## config.mk

```make
export PLATFORM = sky130hd
export DESIGN_NAME = traffic_junction_ctrl
export DESIGN_NICKNAME = d
export VERILOG_FILES = /design/src/rtl/traffic_pkg.sv /design/src/rtl/traffic_junction_ctrl_phase_timer.sv /design/src/rtl/traffic_junction_ctrl.sv
export SDC_FILE = /design/constraint.sdc
export NUM_CORES = 1
export LEC_CHECK = 0
export CORE_ASPECT_RATIO = 0.6
export CORE_MARGIN = 4
export CORE_UTILIZATION = 38
export CTS_CLUSTER_DIAMETER = 200
export DETAILED_ROUTE_END_ITERATION = 7
export HOLD_SLACK_MARGIN = 0.08
export PLACE_DENSITY = 0.71
export SLEW_MARGIN = 20
export SYNTH_ARGS = -nofsm -noshare
export SYNTH_HDL_FRONTEND = slang
export SYNTH_SLANG_ARGS = --single-unit
```

## constraint.sdc

```tcl
create_clock -name clock -period 3.6 [get_ports clock]
set_input_delay 0.72 -clock clock [delete_from_list [all_inputs] [get_ports clock]]
set_output_delay 0.72 -clock clock [all_outputs]
set_load 0.005 [all_outputs]
```

## src/rtl/traffic_pkg.sv

```systemverilog
// traffic_pkg: state codes, lamp patterns and default timings for the junction sequencer
package traffic_pkg;
  typedef enum logic [2:0] {
    ALL_RED1  = 3'd0,
    A_GRN     = 3'd1,
    A_YEL     = 3'd2,
    ALL_RED2  = 3'd3,
    B_GRN     = 3'd4,
    B_YEL     = 3'd5,
    FLASH_ON  = 3'd6,
    FLASH_OFF = 3'd7
  } state_e;
  localparam logic [2:0] RED = 3'b100;
  localparam logic [2:0] YEL = 3'b010;
  localparam logic [2:0] GRN = 3'b001;
  localparam logic [2:0] OFF = 3'b000;
  localparam int T_GREEN_A_DEF = 20;
  localparam int T_GREEN_B_DEF = 20;
  localparam int T_YELLOW_DEF  = 4;
  localparam int T_ALLRED_DEF  = 2;
  localparam int T_FLASH_DEF   = 4;
  localparam int CNT_W_DEF     = 8;
  function automatic logic is_flash(state_e s);
    return s == FLASH_ON || s == FLASH_OFF;
  endfunction
endpackage

```

## src/rtl/traffic_junction_ctrl_phase_timer.sv

```systemverilog
// phase_timer: counts tick pulses within one phase, flags the final tick, optionally saturates there
module phase_timer #(
  parameter int CNT_W = 8
) (
  input  logic             clock,
  input  logic             reset,
  input  logic             tick,
  input  logic             clear,
  input  logic             hold,
  input  logic [CNT_W-1:0] limit,
  output logic [CNT_W-1:0] count,
  output logic             done
);
  logic [CNT_W-1:0] count_q, count_d;
  logic at_end;
  assign at_end = count_q == limit - 1'b1;
  assign done   = tick && at_end;
  assign count  = count_q;
  // Next count: clear wins, otherwise advance per tick unless parked at the last value in hold mode.
  always_comb count_d = clear ? '0 : (tick && !(hold && at_end)) ? count_q + 1'b1 : count_q;
  // Counter register.
  always_ff @(posedge clock) count_q <= reset ? '0 : count_d;
endmodule

```

## src/rtl/traffic_junction_ctrl.sv

```systemverilog
// traffic_junction_ctrl: tick-timed main/side road sequencer with latched side request and night flash
module traffic_junction_ctrl
  import traffic_pkg::*;
#(
  parameter int T_GREEN_A = T_GREEN_A_DEF,
  parameter int T_GREEN_B = T_GREEN_B_DEF,
  parameter int T_YELLOW  = T_YELLOW_DEF,
  parameter int T_ALLRED  = T_ALLRED_DEF,
  parameter int T_FLASH   = T_FLASH_DEF,
  parameter int CNT_W     = CNT_W_DEF
) (
  input  logic       clock,
  input  logic       reset,
  input  logic       tick,
  input  logic       X,
  input  logic       req_b,
  output logic       a_red,
  output logic       a_yel,
  output logic       a_grn,
  output logic       b_red,
  output logic       b_yel,
  output logic       b_grn,
  output logic [2:0] state_o,
  output logic       req_pend
);
  localparam logic [CNT_W-1:0] L_GA = CNT_W'(T_GREEN_A);
  localparam logic [CNT_W-1:0] L_GB = CNT_W'(T_GREEN_B);
  localparam logic [CNT_W-1:0] L_Y  = CNT_W'(T_YELLOW);
  localparam logic [CNT_W-1:0] L_AR = CNT_W'(T_ALLRED);
  localparam logic [CNT_W-1:0] L_F  = CNT_W'(T_FLASH);
  state_e state_q, state_d;
  logic req_pend_q, req_pend_d;
  logic [CNT_W-1:0] limit, count;
  logic done;
  logic [2:0] a_l, b_l;
  assign limit = (state_q == A_GRN) ? L_GA :
                 (state_q == B_GRN) ? L_GB :
                 (state_q == A_YEL || state_q == B_YEL) ? L_Y :
                 is_flash(state_q) ? L_F : L_AR;
  phase_timer #(.CNT_W(CNT_W)) u_timer (
    .clock (clock),
    .reset (reset),
    .tick  (tick),
    .clear (state_d != state_q),
    .hold  (state_q == A_GRN),
    .limit (limit),
    .count (count),
    .done  (done)
  );
  // Next state: only a tick can move the sequence; yellow always runs its full length.
  always_comb begin
    state_d = state_q;
    if (tick)
      case (state_q)
        ALL_RED1: state_d = !X ? FLASH_ON : done ? A_GRN : state_q;
        A_GRN:    state_d = (!X || (done && req_pend_q)) ? A_YEL : state_q;
        A_YEL:    state_d = !done ? state_q : X ? ALL_RED2 : FLASH_ON;
        ALL_RED2: state_d = !X ? FLASH_ON : done ? B_GRN : state_q;
        B_GRN:    state_d = (!X || done) ? B_YEL : state_q;
        B_YEL:    state_d = !done ? state_q : X ? ALL_RED1 : FLASH_ON;
        FLASH_ON: state_d = X ? ALL_RED1 : done ? FLASH_OFF : state_q;
        default:  state_d = X ? ALL_RED1 : done ? FLASH_ON : state_q;
      endcase
  end
  // Side request latch: flushed around night mode, a new request beats the clear on B green entry.
  always_comb req_pend_d = (is_flash(state_q) || is_flash(state_d)) ? 1'b0 :
                           req_b ? 1'b1 :
                           (state_d == B_GRN && state_q != B_GRN) ? 1'b0 : req_pend_q;
  // State and request registers.
  always_ff @(posedge clock) begin
    state_q    <= reset ? ALL_RED1 : state_d;
    req_pend_q <= reset ? 1'b0 : req_pend_d;
  end
  // The phase counter must stay below the active phase length.
  always_ff @(posedge clock) if (!reset) assert (count < limit);
  // Lamp decode straight from the registered state.
  always_comb begin
    a_l = (state_q == A_GRN) ? GRN :
          (state_q == A_YEL || state_q == FLASH_ON) ? YEL :
          (state_q == FLASH_OFF) ? OFF : RED;
    b_l = (state_q == B_GRN) ? GRN :
          (state_q == B_YEL || state_q == FLASH_ON) ? YEL :
          (state_q == FLASH_OFF) ? OFF : RED;
  end
  assign {a_red, a_yel, a_grn} = a_l;
  assign {b_red, b_yel, b_grn} = b_l;
  assign state_o  = state_q;
  assign req_pend = req_pend_q;
endmodule

```

==> results of run 1 <==
-- metal layers --
metal | wire (µm) | part of all wire | GRT usage | up-vias
met5 | 0 | 0 | 0 | -
met4 | 8 | 0.0032 | 0.03309 | 0
met3 | 262 | 0.11 | 0.05128 | 2
met2 | 995 | 0.40 | 0.2384 | 47
met1 | 1218 | 0.49 | 0.2513 | 429
li1 | - | - | - | 470
-- critical path, stage by stage, from the launching register on --
cell and delay (ps):
dfxtp_1 600, nand2b_1 250, nor2_1 250, clkdlybuf4s50_1 550
-- report_power, final --
group	switching (mW)	internal, mW	total [mW]
Clock	0.0486	0.0737	0.122
Combinational	0.0570	0.0537	0.111
Sequential	0.0121	0.139	0.151
-- flip-flops by register name, indices dropped and copies added, names as in the netlist --
register,count
req_pend,1
u_timer.count,8
state_o,3
-- stage by stage --
| step | instances | cell area (µm²) | hold slack, ps | util |
|---|---|---|---|---|
| floorplan | 124 | 950.9 | 499.2 | - |
| global placement | 163 | 1101 | 519.7 | 0.4835 |
| detailed placement | 163 | 1101 | 545.0 | 0.4835 |
| CTS | 166 | 1142 | 563.1 | 0.5016 |
| global route | 166 | 1142 | 592.1 | 0.5016 |
| finish | 166 | 1142 | 557.5 | 0.5016 |
-- area by class of cell --
| class | instances | area (µm²) | area share |
|---|---|---|---|
| clock buffers | 3 | 41.29 | 0.03614 |
| well taps | 30 | 37.54 | 0.03286 |
| inverters | 5 | 18.77 | 0.01643 |
| repair buffers | 17 | 162.7 | 0.1424 |
| flip-flops and latches | 12 | 240.2 | 0.2103 |
| multi-input cells | 99 | 641.9 | 0.5619 |
-- worst paths after layout --
check / cells past startpoint / endpoint / slack, ps / from
worst min register to register: 2 / u_timer.count[7] / 560 / u_timer.count[7]
worst max-delay path: 3 / a_grn / 980 / state_o[0]
worst max register to register: 7 / req_pend / 990 / state_o[0]
worst min-delay path: 2 / u_timer.count[7] / 560 / u_timer.count[7]
-- synth_stat cells, types with 2 or more instances --
cell type	count	area share
xor2_1	3	0.028
buf_6	2	0.024
nand2_1	12	0.047
nand3_1	6	0.032
inv_1	5	0.020
o211ai_1	2	0.016
nand4_1	2	0.013
o21ai_0	4	0.021
nor2_1	21	0.083
dfxtp_1	12	0.25
clkbuf_1	3	0.012
or3_1	2	0.013
a21oi_1	7	0.037
o211a_1	4	0.042
o21a_1	2	0.016
xnor2_1	7	0.064
a211o_1	2	0.018
-- cells in the final DEF (no fill, tap or decap), drive strengths merged, types with 3 or more instances in the layout --
| cell type | n |
|---|---|
| o21ai | 4 |
| clkbuf | 3 |
| nor2 | 21 |
| o211a | 4 |
| dfxtp | 12 |
| xnor2 | 7 |
| inv | 5 |
| nand2 | 12 |
| buf | 3 |
| nand3 | 6 |
| a21oi | 7 |
| xor2 | 4 |
| clkdlybuf4s50 | 14 |
-- cell families (layout without fill, tap and decap cells) --
group | after synthesis | in the layout
AOI/OAI and AO/OA | 31 | 31
xor gates and xnor gates | 11 | 11
adders and majority gates | 1 | 1
buffers and inverters | 13 | 25
DFF | 12 | 12
muxes | 1 | 1
and+or+nand+nor | 55 | 55
==> metrics.csv, run 1 <==
stage,metric,value,unit
status,status,completed,
synthesis,Synth Area per Inst,7.669,µm²
grt,grt total ovfl,0,
synthesis,post-synthesis compound-gate area fraction,0.2461,
place,gpl congestion,1.015,
synthesis,area share of xor/xnor cells in the synthesized design,0.1092,
synthesis,adder and majority gate portion of the synthesized area,0.01316,
synthesis,Post-Syn Nets,130,
power,VDD IR max,0.2721,mV
clock_network,CTS resizes,0,
grt,Tot GR Track Use,0.1684,
power,LEAKAGE,0.4439,nW
synthesis,Syn. warnings,0,
synthesis,synthesized area,950.9,µm²
finish,layout cells sized above 1,0.08088,
clock_network,Post-CTS Setup Inserts,0,
routing,drt wl/cell,14.97,µm
timing,Worst-Margin Slew,553.3,ps
clock_network,CTS tree,built,
place,DPL Wire Length,1956,µm
grt,first-pass GRT wire length,4319,µm
floorplanning,Site Rows,13,
timing,Final Hold Fails,0,
timing,Worst Skew,2.309,ps
floorplanning,io pins,15,
timing,RSZ-0062 raised after global routing,no,
setup_path,WP data arrival,1900,ps
grt,vias in the first global route,860,
power,PwrDens,336.3,nW/µm²
place,PortBufs,14,
hold_path,Worst Hold Class,reg -> reg,
floorplanning,Initial Util,0.4176,
clock_network,H-tree lvl count,1,
grt,largest net degree at the start of global routing,18,
timing,f_max,381.9,MHz
setup_path,"Max FO, Critical Path",12,
timing,Final TNS setup,0,ps
floorplanning,die height,46.75,µm
floorplanning,Die Width,72.58,µm
clock_network,CTS Buffer Depth,2,
finish,n_diodes,0,
synthesis,"EDFF count, synth",0,
timing,period utilization,0.7273,
grt,antenna violations before repair,0,
finish,Final #Nets,144,
clock_network,CTS buffer count,3,
setup_path,CP startpoint kind,flop,
timing,"Setup violations, final",0,
synthesis,combinational family with the most area after synthesis,simple AND/OR/NAND/NOR gates,
timing,setup slack after layout,981.6,ps
clock_network,clk slew on worst S/H paths,50,ps
setup_path,WP data required,2880,ps
synthesis,post-synthesis cell count,124,
finish,Area growth syn-to-layout,20.13,%
routing,iteration count of the initial detailed-routing pass,5,
synthesis,post-synthesis simple-gate area fraction,0.2961,
routing,DRC,0,
synthesis,number of synthesized register bits,12,
power,Pwr Total,0.3842,mW
routing,vias per cell,5.711,
clock_network,Num Clock Sinks,12,
place,dpl ws,878.7,ps
routing,Antenna Nets Post-Route,0,
finish,fill count,225,
synthesis,Main synth FF type,dfxtp_1,
clock_network,Root Buffer,clkbuf_8,
synthesis,sequential share of the synthesized area,0.2526,
clock_network,worst skew pair latency,240,ps
setup_path,crit path kind,reg -> out,
synthesis,async set-reset flop share out of synthesis,0,
routing,final wirelength,2485,µm
job,max_cap viols,0,
synthesis,Netlist cell types,45,
timing,Slew headroom,0.6306,
floorplanning,die area,3393,µm²
routing,1st-iter DRT viols,100,
setup_path,CP Capture Type,primary output,
routing,detailed-route via count,948,
synthesis,fraction of synthesized area in multiplexers,0.01053,
timing,Period minus WS final,2618,ps
clock_network,CTS Hold Buffers Added,0,
floorplanning,CORE AREA,2277,µm²
timing,Final Slew Violations,0,
Power figures use the tool's default switching activity.
==> run 2, diff against run 1 <==
Clock period 3.6 ns to 2.6 ns, I/O delays scaled along.
==> run 2 against run 1 <==
Effect of this change:
- first-iteration DRC count is 14% higher
- critical path type is now reg -> reg
- total power grew 50%
- critical endpoint is now req_pend
- flip-flop and latch count unchanged
- highest routed layer unchanged
- via count is 2.0% higher
- register-to-register slack worse by 830 ps
- clock power grew 75%
- final cell count up 1.2%
- count of clock-buffer cells in the layout rose by 1
- non-clock buffer count is 1 higher
- critical path depth up 4
- clock skew grew 0.85 ps
- die area unchanged
==> metrics.csv, run 2 (synthesis results as in run 1) <==
stage,metric,value,unit,change
timing,Final Slew Violations,0,,unchanged
status,status,completed,,unchanged
timing,Period minus WS final,2443,ps,
power,PwrDens,495.2,nW/µm²,was 336.3 nW/µm²
clock_network,Num Clock Sinks,12,,unchanged
timing,setup slack after layout,157.2,ps,was 981.6 ps
routing,vias per cell,5.756,,was 5.711
finish,design area,1164,µm²,was 1142 µm²
floorplanning,die height,46.75,µm,unchanged
finish,layout cells sized above 1,0.09420,,was 0.08088
setup_path,crit path from,u_timer.count[5],,was state_o[0]
routing,iteration count of the initial detailed-routing pass,4,,was 5
floorplanning,io pins,15,,unchanged
grt,grt total ovfl,0,,unchanged
setup_path,critical path capture point,req_pend,,was a_grn
floorplanning,die area,3393,µm²,unchanged
power,LEAKAGE,0.4564,nW,was 0.4439 nW
power,VDD IR max,0.1787,mV,was 0.2721 mV
clock_network,CTS Buffer Depth,2,,unchanged
place,PortBufs,14,,unchanged
place,gpl congestion,0.8858,,was 1.015
routing,Antenna Nets Post-Route,0,,unchanged
timing,Worst-Margin Slew,564.3,ps,was 553.3 ps
grt,largest net degree at the start of global routing,18,,unchanged
setup_path,FF-to-FF End,req_pend,,unchanged
timing,Final TNS setup,0,ps,unchanged
setup_path,R2R Path Start,u_timer.count[5],,was state_o[0]
clock_network,worst skew pair latency,250,ps,was 240 ps
grt,antenna violations before repair,0,,unchanged
setup_path,CP Capture Type,flop,,was primary output
setup_path,"Max FO, Critical Path",9,,was 12
timing,Worst Skew,3.161,ps,was 2.309 ps
setup_path,WP data required,2740,ps,was 2880 ps
floorplanning,CORE AREA,2277,µm²,unchanged
finish,"commonest cells after routing, fill and taps aside","21 x nor2_1, 14 x clkdlybuf4s50_1, 12 x nand2_1, 12 x dfxtp_1",,unchanged
floorplanning,Die Width,72.58,µm,unchanged
timing,RSZ-0062 raised after global routing,no,,unchanged
routing,DRC,0,,unchanged
finish,"most common cell after layout, fill and taps aside",nor2_1,,unchanged
setup_path,CP startpoint kind,flop,,unchanged
clock_network,H-tree lvl count,1,,unchanged
clock_network,Post-CTS Setup Inserts,0,,unchanged
finish,Area growth syn-to-layout,22.37,%,was 20.13%
timing,Slew headroom,0.6232,,was 0.6306
clock_network,clk slew on worst S/H paths,60,ps,was 50 ps
timing,f_max,409.4,MHz,
grt,vias in the first global route,842,,was 860
floorplanning,Site Rows,13,,unchanged
setup_path,Worst R2R Setup Slack,160,ps,was 990 ps
clock_network,CTS tree,built,,unchanged
finish,max reg flops,8,,unchanged
clock_network,CTS Hold Buffers Added,0,,unchanged
grt,Tot GR Track Use,0.1574,,was 0.1684
timing,period utilization,0.9396,,
setup_path,crit path kind,reg -> reg,,was reg -> out
setup_path,worst reg-to-reg path cell count,7,,unchanged
place,dpl ws,49.52,ps,was 878.7 ps
timing,"Setup violations, final",0,,unchanged
routing,detailed-route via count,967,,was 948
floorplanning,Initial Util,0.4176,,unchanged
timing,Final Hold Fails,0,,unchanged
setup_path,WP data arrival,2580,ps,was 1900 ps
finish,n_diodes,0,,unchanged
routing,1st-iter DRT viols,114,,was 100
routing,drt wl/cell,14.70,µm,was 14.97 µm
clock_network,Root Buffer,clkbuf_8,,unchanged
place,DPL Wire Length,1877,µm,was 1956 µm
job,max_cap viols,0,,unchanged
grt,first-pass GRT wire length,4029,µm,was 4319 µm
clock_network,CTS buffer count,3,,unchanged
routing,final wirelength,2470,µm,was 2485 µm
place,Post-DP Area,1109,µm²,was 1101 µm²
finish,Final #Nets,145,,was 144
hold_path,Worst Hold Class,reg -> reg,,unchanged
clock_network,CTS resizes,0,,unchanged
-- run 2: cell types whose count changed in the layout (fill, tap and decap cells not counted) --
cell / previous run / this run
clkbuf_8: 3 / 4
buf_4: 3 / 4
-- run 2: how the worst min path moves through the flow --
stage	to	slack, ps	cells after the start	start
global placement	u_timer.count[7]	520	2	u_timer.count[7]
detailed placement	u_timer.count[7]	530	2	u_timer.count[7]
floorplan	u_timer.count[7]	500	2	u_timer.count[7]
finish	u_timer.count[7]	540	2	u_timer.count[7]
CTS	u_timer.count[7]	550	2	u_timer.count[7]
global route	u_timer.count[7]	590	2	u_timer.count[7]
-- run 2: power breakdown --
part	switching [mW]	total, mW	internal (mW)	leakage [nW]
Combinational	0.0823	0.158	0.0756	0.330
Sequential	0.0134	0.206	0.192	0.0978
Clock	0.0783	0.213	0.134	0.0288
Total	0.174	0.576	0.402	0.456
-- run 2: layout make-up --
cell class                      count  area, µm²
Fill cell                         219       1114
Multi-Input combinational cell     99      641.9
Sequential cell                    12      240.2
Timing Repair Buffer               18      170.2
Clock buffer                        4      55.05
Tap cell                           30      37.54
Inverter                            5      18.77
-- run 2: critical path, cell delays in order, from the launching register on --
cell	delay, ps
dfxtp_1	350
nor4b_2	350
o211a_1	200
o31a_1	350
a211o_1	220
or4b_1	440
o211a_1	230
o211a_1	200
-- run 2: stage by stage --
step                      utilization  hold slack [ps]  std cells  total power, mW
after global placement         0.4868            520.8        164           0.3655
after floorplan                     -            499.2        124           0.3118
final                          0.5110            544.7        168           0.5763
after global routing           0.5110            585.8        168           0.6025
after CTS                      0.5110            552.8        168           0.5777
after detailed placement       0.4868            533.8        164           0.3650
-- run 2: metal layers --
metal / share of wire / GRT usage / vias to the layer above
met5: 0 / 0 / -
met3: 0.10 / 0.06197 / 4
met1: 0.49 / 0.2198 / 436
met4: 0.012 / 0.04044 / 0
li1: - / - / 470
met2: 0.40 / 0.2276 / 57
==> run 3, diff against run 2 <==
Settings changed: TNS_END_PERCENT set to 30.
==> results of run 3 <==
Final layout, timing and power as in run 2 (identical DEF).
